[src/rtl/uart_pkg.sv]
// Shared UART definitions: FSM state encodings, frame geometry and a majority-vote helper.
// Both the receiver and the transmitter import these.
package uart_pkg;

    localparam logic [1:0] IDLE  = 2'd0;
    localparam logic [1:0] START = 2'd1;
    localparam logic [1:0] DATA  = 2'd2;
    localparam logic [1:0] STOP  = 2'd3;

    localparam int unsigned DATA_BITS = 8;
    localparam int unsigned STOP_BITS = 1;

    typedef enum logic [1:0] {
        StIdle  = IDLE,
        StStart = START,
        StData  = DATA,
        StStop  = STOP
    } uart_state_e;

    function automatic logic majority3(input logic a, input logic b, input logic c);
        return (a & b) | (a & c) | (b & c);
    endfunction

endpackage

[src/rtl/uart_byte_fifo.sv]
// Show-ahead byte FIFO with registered overrun pulse.
// A push into a full FIFO succeeds only when a pop frees a slot in the same cycle.
module uart_byte_fifo #(
    parameter int unsigned WIDTH = 8,
    parameter int unsigned DEPTH = 4
) (
    input  logic             clk,
    input  logic             rst_n,
    input  logic             push_i,
    input  logic [WIDTH-1:0] wdata_i,
    input  logic             pop_i,
    output logic [WIDTH-1:0] rdata_o,
    output logic             full_o,
    output logic             empty_o,
    output logic             overrun_o
);

    localparam int unsigned AW = $clog2(DEPTH);
    localparam logic [AW:0] DepthCnt = (AW + 1)'(DEPTH);

    logic [WIDTH-1:0] mem_q [DEPTH];
    logic [AW-1:0]    wr_ptr_q, rd_ptr_q;
    logic [AW:0]      count_q, count_d;
    logic             overrun_q;
    logic             do_push, do_pop;

    always_comb begin
        empty_o = (count_q == '0);
        full_o  = (count_q == DepthCnt);
        do_pop  = pop_i & ~empty_o;
        do_push = push_i & (~full_o | do_pop);
        count_d = count_q;
        if (do_push && !do_pop) begin
            count_d = count_q + 1'b1;
        end else if (do_pop && !do_push) begin
            count_d = count_q - 1'b1;
        end
        rdata_o   = empty_o ? '0 : mem_q[rd_ptr_q];
        overrun_o = overrun_q;
    end

    always_ff @(posedge clk or negedge rst_n) begin
        if (!rst_n) begin
            wr_ptr_q  <= '0;
            rd_ptr_q  <= '0;
            count_q   <= '0;
            overrun_q <= 1'b0;
        end else begin
            if (do_push) wr_ptr_q <= wr_ptr_q + 1'b1;
            if (do_pop)  rd_ptr_q <= rd_ptr_q + 1'b1;
            count_q   <= count_d;
            overrun_q <= push_i & full_o & ~do_pop;
        end
    end

    // Storage needs no reset: reads are masked while empty.
    always_ff @(posedge clk) begin
        if (do_push) mem_q[wr_ptr_q] <= wdata_i;
    end

endmodule

[src/rtl/uart_rx_buffered.sv]
// 8N1 UART receiver: synchroniser, 3-sample majority voting at bit centre, framing check,
// and a byte FIFO drained over valid/ready.
module uart_rx_buffered
    import uart_pkg::*;
#(
    parameter int unsigned CLKS_PER_BIT = 1042,
    parameter int unsigned FIFO_DEPTH   = 4
) (
    input  logic       clk,
    input  logic       rst_n,
    input  logic       serialStream,
    output logic [7:0] rx_byte,
    output logic       rx_valid,
    input  logic       rx_ready,
    output logic       frame_err,
    output logic       overrun,
    output logic       active
);

    localparam int unsigned CW = $clog2(CLKS_PER_BIT);
    localparam logic [CW-1:0] SampEarly = CW'(CLKS_PER_BIT / 2 - 1);
    localparam logic [CW-1:0] SampMid   = CW'(CLKS_PER_BIT / 2);
    localparam logic [CW-1:0] SampLate  = CW'(CLKS_PER_BIT / 2 + 1);
    localparam logic [CW-1:0] BitLast   = CW'(CLKS_PER_BIT - 1);
    localparam logic [2:0]    LastBit   = 3'(DATA_BITS - 1);

    uart_state_e state_q, state_d;
    logic [1:0]    sync_q;
    logic [CW-1:0] cnt_q, cnt_d;
    logic [2:0]    bit_idx_q, bit_idx_d;
    logic [7:0]    shift_q, shift_d;
    logic [1:0]    samp_q, samp_d;
    logic          frame_err_q, frame_err_d;
    logic          sync_rx, maj, at_mid, at_end, push, fifo_empty, fifo_full;

    always_comb begin
        sync_rx     = sync_q[1];
        maj         = majority3(samp_q[0], samp_q[1], sync_rx);
        at_mid      = (cnt_q == SampLate);
        at_end      = (cnt_q == BitLast);
        state_d     = state_q;
        cnt_d       = cnt_q + 1'b1;
        bit_idx_d   = bit_idx_q;
        shift_d     = shift_q;
        samp_d      = samp_q;
        push        = 1'b0;
        frame_err_d = 1'b0;
        if (cnt_q == SampEarly) samp_d[0] = sync_rx;
        if (cnt_q == SampMid)   samp_d[1] = sync_rx;
        case (state_q)
            StIdle: begin
                cnt_d = '0;
                if (!sync_rx) state_d = StStart;
            end
            StStart: begin
                if (at_mid && maj) begin
                    state_d = StIdle;
                end else if (at_end) begin
                    state_d   = StData;
                    cnt_d     = '0;
                    bit_idx_d = '0;
                end
            end
            StData: begin
                if (at_mid) shift_d = {maj, shift_q[7:1]};
                if (at_end) begin
                    cnt_d = '0;
                    if (bit_idx_q == LastBit) state_d = StStop;
                    else                      bit_idx_d = bit_idx_q + 1'b1;
                end
            end
            StStop: begin
                // Decide at the centre so the next start edge is not missed.
                if (at_mid) begin
                    state_d     = StIdle;
                    push        = maj;
                    frame_err_d = ~maj;
                end
            end
            default: state_d = StIdle;
        endcase
    end

    always_ff @(posedge clk or negedge rst_n) begin
        if (!rst_n) begin
            state_q     <= StIdle;
            sync_q      <= 2'b11;
            cnt_q       <= '0;
            bit_idx_q   <= '0;
            shift_q     <= '0;
            samp_q      <= 2'b11;
            frame_err_q <= 1'b0;
        end else begin
            state_q     <= state_d;
            sync_q      <= {sync_q[0], serialStream};
            cnt_q       <= cnt_d;
            bit_idx_q   <= bit_idx_d;
            shift_q     <= shift_d;
            samp_q      <= samp_d;
            frame_err_q <= frame_err_d;
        end
    end

    uart_byte_fifo #(
        .WIDTH (8),
        .DEPTH (FIFO_DEPTH)
    ) u_fifo (
        .clk       (clk),
        .rst_n     (rst_n),
        .push_i    (push),
        .wdata_i   (shift_q),
        .pop_i     (rx_valid & rx_ready),
        .rdata_o   (rx_byte),
        .full_o    (fifo_full),
        .empty_o   (fifo_empty),
        .overrun_o (overrun)
    );

    assign rx_valid  = ~fifo_empty;
    assign frame_err = frame_err_q;
    assign active    = (state_q != StIdle);

endmodule

[config.mk]
export PLATFORM = sky130hd
export DESIGN_NAME = uart_rx_buffered
export DESIGN_NICKNAME = d
export VERILOG_FILES = /design/src/rtl/uart_pkg.sv /design/src/rtl/uart_byte_fifo.sv /design/src/rtl/uart_rx_buffered.sv
export SDC_FILE = /design/constraint.sdc
export NUM_CORES = 1
export LEC_CHECK = 0
export ABC_AREA = 0
export CAP_MARGIN = 20
export CORE_MARGIN = 2
export CORE_UTILIZATION = 53
export DETAILED_ROUTE_END_ITERATION = 12
export GPL_TIMING_DRIVEN = 0
export MAX_ROUTING_LAYER = met4
export PLACE_DENSITY = 0.75
export SYNTH_ARGS = -nofsm -noshare
export SYNTH_HDL_FRONTEND = slang
export SYNTH_SLANG_ARGS = --single-unit
[constraint.sdc]
create_clock -name clk -period 2.33 [get_ports clk]
set_clock_uncertainty 0.15 [all_clocks]
set_input_delay 0.5825 -clock clk [delete_from_list [all_inputs] [get_ports clk]]
set_output_delay 0.5825 -clock clk [all_outputs]
set_load 0.005 [all_outputs]
==> results of run 1 <==
[how the worst max path moves through the flow]
stage / start / to / depth (start not counted)
after CTS: u_fifo.rd_ptr_q[0] / rx_byte[7] / 5
final: u_fifo.rd_ptr_q[0] / rx_byte[7] / 5
after detailed placement: rx_ready / u_fifo.count_q[1] / 8
after global routing: u_fifo.rd_ptr_q[0] / rx_byte[7] / 5
after global placement: rx_ready / u_fifo.count_q[1] / 8
after floorplan: cnt_q[2] / u_fifo.count_q[2] / 9
[layout by cell type (no fill, tap or decap), types with 2 or more instances in the layout]
cell type,netlist,layout
and2_4,0,4
a21oi_1,3,3
buf_4,1,19
dfrtp_1,33,27
inv_1,8,5
o21ai_0,5,5
xnor2_1,9,9
ha_4,0,2
xor2_1,6,6
buf_2,1,5
ha_1,11,9
nor2b_1,3,3
nor2_1,13,13
and2_2,0,4
clkbuf_8,0,10
mux2_2,4,4
nand2_1,9,8
and2_1,12,4
clkinv_4,0,3
nand3_1,4,4
mux2_4,8,8
dlygate4sd2_1,0,2
dfstp_2,4,4
inv_2,0,3
edfxtp_1,32,32
dfrtp_2,0,6
nand4_1,5,5
clkdlybuf4s50_1,0,4
and4_2,2,2
mux4_2,8,8
a32oi_1,2,2
nor3_1,2,2
buf_6,2,11
buf_8,0,2
[layer usage]
metal  vias up  track usage, %
met1       912            24.7
li1        862               -
met4         0            6.10
met5         -               -
met3         7            5.33
met2        21            33.3
[per-stage QoR]
step	instance area, µm²	power [mW]	worst slack (ps)	instances	hold slack, ps
2_1_floorplan	3150	1.29	-7.65	210	137
3_3_place_gp	3390	1.31	-531	297	196
3_5_place_dp	3390	1.31	-548	297	197
4_1_cts	3810	2.19	-182	335	207
5_1_grt	3840	2.24	-200	336	214
6_report	3840	2.17	-140	336	199
[where the power goes]
group | switching, mW | internal (mW) | leakage (nW)
Sequential | 0.00131 | 1.27 | 0.846
Combinational | 0.0136 | 0.00306 | 0.706
Clock | 0.463 | 0.422 | 0.0928
Total | 0.478 | 1.69 | 1.65
[layout make-up]
class | instances | area, µm²
buffer | 6 | 70.1
clock inverter | 6 | 47.5
sequential | 69 | 1900
clock buffer | 10 | 138
multi-input combinational | 125 | 1210
tap | 72 | 90.1
inverter | 8 | 30.0
fill | 410 | 1770
timing repair buffer | 40 | 359
[flip-flops by register name, summed over array words and instances, names as in the netlist, named ones only]
register and flops:
u_fifo.mem_q 32, u_fifo.wr_ptr_q 2, shift_q 8, samp_q 2
bit_idx_q 3, sync_q 2, u_fifo.count_q 3, u_fifo.overrun_o 1
frame_err 1, cnt_q 11, state_q 1, u_fifo.rd_ptr_q 2
[worst max-delay path, cell delays in order, from the launching register on]
cell	delay [ps]
dfrtp_2	410
buf_8	140
buf_6	100
mux4_2	490
and2_4	160
buf_6	100
[repair_timing]
action                                  CTS  global route
hold endpoints to repair                  0             0
gates cloned                              1             0
endpoints found under the setup margin   28            36
pin swaps                                18             5
gates resized for setup                  59            13
setup buffers                            22             2
[cells by family (layout without fill, tap and decap cells)]
family,after synthesis,in the layout,share of synthesized area [%]
compound gates,14,14,2.93
fa+ha+maj,14,14,5.73
xor+xnor,15,15,4.21
simple gates,62,62,12.3
flops,69,69,60.6
mux,20,20,11.1
buf+inv,16,70,3.13
==> metrics.txt, run 1 <==
# TYPE chip_impl_metric gauge
chip_impl_metric{name="final.setup.worst_slack",unit="ps"} -140
chip_impl_info{name="crit_path_start_kind",value="register"} 1
chip_impl_info{name="run_status",value="complete, but fails checks"} 1
chip_impl_metric{name="ant_nets",unit=""} 0
chip_impl_metric{name="initialDrtViolationCount",unit=""} 72
chip_impl_metric{name="syn2layout_area_growth",unit="%"} 23.0
chip_impl_metric{name="share_of_flip_flops_with_an_asynchronous_set_or_reset",unit="%"} 53.6
chip_impl_metric{name="cts_buffers",unit=""} 9
chip_impl_metric{name="antenna_found_initial",unit=""} 0
chip_impl_info{name="yosys_most_used_dff",value="dfrtp_1"} 1
chip_impl_metric{name="clock.fmax",unit="GHz"} 0.405
chip_impl_metric{name="worstRegToRegCells",unit=""} 8
chip_impl_metric{name="clock_slew_at_the_register_clock_pins_of_the_worst_setup_and_hold_paths",unit="ps"} 80
chip_impl_metric{name="fin_crit_sh",unit="%"} 106
chip_impl_metric{name="coreArea",unit="µm²"} 5610
chip_impl_metric{name="distinct_cell_type_count_after_synthesis",unit=""} 44
chip_impl_metric{name="met2_length",unit="µm"} 2940
chip_impl_metric{name="grtUsageTotal",unit="%"} 20.2
chip_impl_metric{name="drt-total-wl",unit="µm"} 5540
chip_impl_info{name="path_class",value="reg2out"} 1
chip_impl_metric{name="num-nets-final",unit=""} 275
chip_impl_metric{name="timing_hold_violations_final",unit=""} 0
chip_impl_metric{name="synthesis.instances",unit=""} 210
chip_impl_info{name="grt_setup_unrepaired",value="true"} 1
chip_impl_metric{name="globalplace.congestion",unit=""} 0.811
chip_impl_metric{name="setup_tns",unit="ps"} -690
chip_impl_metric{name="drive_gt1_share",unit="%"} 42.8
chip_impl_metric{name="p_leak",unit="nW"} 1.65
chip_impl_metric{name="first_pass_iters",unit=""} 4
chip_impl_metric{name="worstSkewPairLatency",unit="ps"} 340
chip_impl_info{name="hp-class",value="in2async"} 1
chip_impl_metric{name="clockBufferDepth",unit=""} 2
chip_impl_metric{name="place_hpwl",unit="µm"} 3250
chip_impl_metric{name="die_height",unit="µm"} 80.7
chip_impl_metric{name="placement.io_buffers",unit=""} 15
chip_impl_metric{name="antennaDiodeCount",unit=""} 0
chip_impl_info{name="yosys-top-cells-area",value="edfxtp_1, dfrtp_1, mux4_2"} 1
chip_impl_metric{name="grt_max_degree",unit=""} 38
chip_impl_metric{name="postSynthNetCount",unit=""} 226
chip_impl_metric{name="die_width",unit="µm"} 80.7
chip_impl_info{name="failed_checks",value="setup timing"} 1
chip_impl_metric{name="io_pins",unit=""} 16
chip_impl_metric{name="postSynthRegisterBits",unit=""} 69
chip_impl_metric{name="first_global_vias",unit=""} 1887
chip_impl_metric{name="worst-endpoint-required",unit="ps"} 1600
chip_impl_metric{name="reg2reg_slack",unit="ps"} -40
chip_impl_metric{name="via_per_inst",unit=""} 5.36
chip_impl_metric{name="netlist.area_leader.share",unit="%"} 30.8
chip_impl_metric{name="synth-edff-count",unit=""} 32
chip_impl_metric{name="cts_hold_repair.buffers",unit=""} 0
chip_impl_metric{name="tightest_slew",unit="ps"} 845
chip_impl_metric{name="row_count",unit=""} 27
chip_impl_metric{name="slew_violations",unit=""} 0
chip_impl_info{name="worst_setup_path_end_kind",value="output port"} 1
chip_impl_metric{name="route.met3.wl",unit="µm"} 132
chip_impl_metric{name="timing.max_slew.rel_slack",unit="%"} 43.6
chip_impl_metric{name="worst_ir_drop_vdd",unit="mV"} 0.328
chip_impl_metric{name="grt.overflow.total",unit=""} 0
chip_impl_metric{name="via_total_after_detailed_routing",unit=""} 1802
chip_impl_metric{name="cts.htree.levels",unit=""} 3
chip_impl_metric{name="grt_first_pass_wirelength",unit="µm"} 9270
chip_impl_info{name="clk_root_buffer_cell",value="clkbuf_8"} 1
chip_impl_metric{name="final_util",unit="%"} 68.5
chip_impl_metric{name="cts.sink_count",unit=""} 69
chip_impl_metric{name="max_cap_viols",unit=""} 0
chip_impl_metric{name="wl_met1",unit="µm"} 2400
chip_impl_metric{name="die_outline_area",unit="µm²"} 6520
chip_impl_metric{name="min_period",unit="ps"} 2470
chip_impl_metric{name="avgSynthCellArea",unit="µm²"} 14.9
chip_impl_info{name="yosys.cell_count.top_type",value="dfrtp_1"} 1
chip_impl_metric{name="initial_utilization",unit="%"} 55.7
chip_impl_info{name="cts_tree",value="built"} 1
chip_impl_metric{name="remaining_drc_errors",unit=""} 0
chip_impl_metric{name="path_max_fanout",unit=""} 5
chip_impl_info{name="route.top_layer_used",value="met4"} 1
chip_impl_metric{name="synth_sequential_area_ratio",unit="%"} 60.6
chip_impl_metric{name="wire_length_per_cell_after_detailed_routing",unit="µm"} 16.5
chip_impl_metric{name="p_per_area",unit="nW/µm²"} 565
chip_impl_info{name="worst_r2r_endpoint",value="u_fifo.count_q[1]"} 1
chip_impl_metric{name="arrival",unit="ps"} 1740
chip_impl_info{name="synthDominantAreaCellType",value="edfxtp_1"} 1
chip_impl_info{name="yosys-top-cells-count",value="dfrtp_1, edfxtp_1, nor2_1"} 1
chip_impl_metric{name="report.final.setup_viol",unit=""} 9
chip_impl_metric{name="ys_warn_count",unit=""} 0
chip_impl_info{name="rr_startpoint",value="u_fifo.count_q[1]"} 1
chip_impl_metric{name="syn-cell-area",unit="µm²"} 3120
(Power assumes the default switching activity.)
==> run 2: changes to the inputs <==
--- a/config.mk
+++ b/config.mk
@@ -10,9 +10,10 @@
 export CORE_MARGIN = 2
 export CORE_UTILIZATION = 53
 export DETAILED_ROUTE_END_ITERATION = 12
-export GPL_TIMING_DRIVEN = 0
+export GPL_TIMING_DRIVEN = 1
 export MAX_ROUTING_LAYER = met4
 export PLACE_DENSITY = 0.75
+export SLEW_MARGIN = 20
 export SYNTH_ARGS = -nofsm -noshare
 export SYNTH_HDL_FRONTEND = slang
 export SYNTH_SLANG_ARGS = --single-unit
==> run 2 against run 1 <==
  * The flow still finishes with violations (setup timing)
  * Sequential cell count did not move
  * First-iteration DRC count fell by 18%
  * Register-to-register slack improved by 100 ps
  * Core utilization rose by 0.76 points
  * Via count rose by 0.11%
  * Total power rose by 5.6%
  * Cell count rose by 2.7%
  * Count of clock-buffer cells in the layout rose by 1
  * Setup slack improved by 9.0 ps
  * Global-route usage barely moved
  * Clock power rose by 13%
  * Largest power group unchanged
==> metrics.txt, run 2 (same netlist as run 1, synthesis figures left out) <==
# TYPE chip_impl_metric gauge
chip_impl_metric{name="grtUsageTotal",unit="%"} 20.2
chip_impl_metric{name="initialDrtViolationCount",unit=""} 59
chip_impl_metric{name="drive_gt1_share",unit="%"} 40.3
chip_impl_metric{name="via_total_after_detailed_routing",unit=""} 1804
chip_impl_metric{name="cts.htree.levels",unit=""} 3
chip_impl_metric{name="cts_buffers",unit=""} 9
chip_impl_metric{name="grt_max_degree",unit=""} 38
chip_impl_info{name="cts_tree",value="built"} 1
chip_impl_metric{name="drt-total-wl",unit="µm"} 5430
chip_impl_info{name="layout_top_registers",value="u_fifo.mem_q: 32 flops, cnt_q: 11 flops, shift_q: 8 flops"} 1
chip_impl_info{name="worst_setup_path_end_kind",value="output port"} 1
chip_impl_metric{name="die_width",unit="µm"} 80.7
chip_impl_metric{name="remaining_drc_errors",unit=""} 0
chip_impl_metric{name="report.final.setup_viol",unit=""} 8
chip_impl_metric{name="final.setup.worst_slack",unit="ps"} -131
chip_impl_metric{name="clockBufferDepth",unit=""} 2
chip_impl_metric{name="fin_crit_sh",unit="%"} 106
chip_impl_metric{name="final_util",unit="%"} 69.3
chip_impl_metric{name="worstRegToRegCells",unit=""} 7
chip_impl_metric{name="largest_register_ff_count",unit=""} 32
chip_impl_info{name="path_cells",value="buf_12 -> buf_6 -> mux4_2 -> and2_1 -> buf_2"} 1
chip_impl_metric{name="timing_hold_violations_final",unit=""} 0
chip_impl_info{name="layout_commonest_cell",value="buf_4"} 1
chip_impl_metric{name="max_stage_delay",unit="ps"} 490
chip_impl_info{name="path_class",value="reg2out"} 1
chip_impl_info{name="layout.cells.most_common_list",value="buf_4, dfrtp_1, edfxtp_1"} 1
chip_impl_metric{name="io_pins",unit=""} 16
chip_impl_metric{name="worstPathBufferInverterCount",unit=""} 3
chip_impl_metric{name="coreArea",unit="µm²"} 5610
chip_impl_metric{name="worstSkewPairLatency",unit="ps"} 350
chip_impl_metric{name="arrival",unit="ps"} 1730
chip_impl_metric{name="die_height",unit="µm"} 80.7
chip_impl_metric{name="tightest_slew",unit="ps"} 457
chip_impl_metric{name="final_design_area_no_fill",unit="µm²"} 3880
chip_impl_metric{name="path_max_fanout",unit=""} 4
chip_impl_metric{name="p_leak",unit="nW"} 1.69
chip_impl_info{name="run_status",value="complete, but fails checks"} 1
chip_impl_metric{name="post-layout-total-power",unit="mW"} 2.29
chip_impl_metric{name="timing.hold.ws",unit="ps"} 117
chip_impl_metric{name="place_hpwl",unit="µm"} 3510
chip_impl_metric{name="timing.max_slew.rel_slack",unit="%"} 69.6
chip_impl_info{name="hp-class",value="in2async"} 1
chip_impl_metric{name="grt.overflow.total",unit=""} 0
chip_impl_metric{name="grt_first_pass_wirelength",unit="µm"} 9190
chip_impl_metric{name="area.sequential",unit="µm²"} 1890
chip_impl_info{name="clk_root_buffer_cell",value="clkbuf_8"} 1
chip_impl_metric{name="num-nets-final",unit=""} 284
chip_impl_metric{name="slew_violations",unit=""} 0
chip_impl_metric{name="multi_input_comb_area",unit="µm²"} 1190
chip_impl_metric{name="max_cap_viols",unit=""} 0
chip_impl_metric{name="clock_slew_at_the_register_clock_pins_of_the_worst_setup_and_hold_paths",unit="ps"} 70
chip_impl_info{name="worst_r2r_endpoint",value="u_fifo.count_q[1]"} 1
chip_impl_info{name="critical_path_top_delay_cell",value="mux4_2"} 1
chip_impl_metric{name="antenna_found_initial",unit=""} 0
chip_impl_metric{name="setup_tns",unit="ps"} -852
chip_impl_info{name="failed_checks",value="setup timing"} 1
chip_impl_metric{name="filler_cell_count",unit=""} 403
chip_impl_metric{name="antennaDiodeCount",unit=""} 0
chip_impl_metric{name="first_pass_iters",unit=""} 4
chip_impl_info{name="grt_setup_unrepaired",value="true"} 1
chip_impl_metric{name="worst-endpoint-required",unit="ps"} 1600
chip_impl_metric{name="clock.fmax",unit="GHz"} 0.406
chip_impl_info{name="rr_startpoint",value="u_fifo.count_q[1]"} 1
chip_impl_info{name="cp_top_family",value="multiplexers"} 1
chip_impl_metric{name="wire_length_per_cell_after_detailed_routing",unit="µm"} 15.7
chip_impl_metric{name="placement.cell_area",unit="µm²"} 3520
chip_impl_metric{name="syn2layout_area_growth",unit="%"} 24.4
chip_impl_metric{name="initial_utilization",unit="%"} 55.7
chip_impl_metric{name="die_outline_area",unit="µm²"} 6520
chip_impl_metric{name="cts.sink_count",unit=""} 69
chip_impl_metric{name="placement.io_buffers",unit=""} 15
chip_impl_info{name="registers.top_by_ff_count",value="u_fifo.mem_q"} 1
chip_impl_metric{name="p_per_area",unit="nW/µm²"} 590
chip_impl_metric{name="first_global_vias",unit=""} 1956
chip_impl_info{name="crit_path_start_kind",value="register"} 1
chip_impl_metric{name="globalplace.congestion",unit=""} 0.789
chip_impl_metric{name="reg2reg_slack",unit="ps"} 60
chip_impl_metric{name="worst_ir_drop_vdd",unit="mV"} 0.348
chip_impl_metric{name="row_count",unit=""} 27
chip_impl_metric{name="min_period",unit="ps"} 2460
chip_impl_metric{name="via_per_inst",unit=""} 5.23
chip_impl_metric{name="ant_nets",unit=""} 0
## run 2: through the flow
stage	setup slack [ps]	std cells
CTS	-172	342
global placement	-447	314
finish	-131	345
global route	-198	345
floorplan	-7.65	210
detailed placement	-499	314
## run 2: timing repair
item                                    4_1_cts  5_1_grt
resized for setup                            46        5
hold buffers                                  0        0
pin swaps                                    19        7
buffers inserted                             11        3
cloned                                        1        0
endpoints found under the setup margin       12       27
## run 2: area by class of cell
| type | count | area share [%] |
|---|---|---|
| Clock buffer | 11 | 3.90 |
| Clock inverter | 5 | 1.51 |
| Inverter | 8 | 0.773 |
| Multi-Input combinational cell | 125 | 30.7 |
| Sequential cell | 69 | 48.7 |
| Tap cell | 72 | 2.32 |
| Timing Repair Buffer | 55 | 12.0 |
## run 2: metal layers
metal | vias up | part of all wire (%) | global-route usage, % | wire length [µm]
met1 | 888 | 42 | 22.6 | 2300
met2 | 25 | 53 | 34.8 | 2870
met3 | 12 | 2.6 | 4.11 | 140
met5 | - | 0 | - | 0
met4 | 0 | 2.1 | 9.49 | 114
li1 | 879 | - | - | -
## run 2: worst max path at each step
| stage | end | start | cells past startpoint | slack, ps |
|---|---|---|---|---|
| 6_report | rx_byte[1] | u_fifo.rd_ptr_q[0] | 5 | -130 |
| 5_1_grt | rx_byte[2] | u_fifo.rd_ptr_q[0] | 5 | -200 |
| 4_1_cts | rx_byte[1] | u_fifo.rd_ptr_q[0] | 5 | -170 |
| 3_5_place_dp | u_fifo.count_q[1] | rx_ready | 8 | -500 |
| 3_3_place_gp | u_fifo.count_q[1] | rx_ready | 8 | -450 |
| 2_1_floorplan | u_fifo.count_q[2] | cnt_q[2] | 9 | -8 |
## run 2: power by group
group          total [mW]  switching [mW]  leakage (nW)  internal, mW
clock                1.00           0.452         0.102         0.552
sequential           1.27         0.00141         0.853          1.27
combinational      0.0187          0.0133         0.735       0.00538
total                2.29           0.466          1.69          1.83
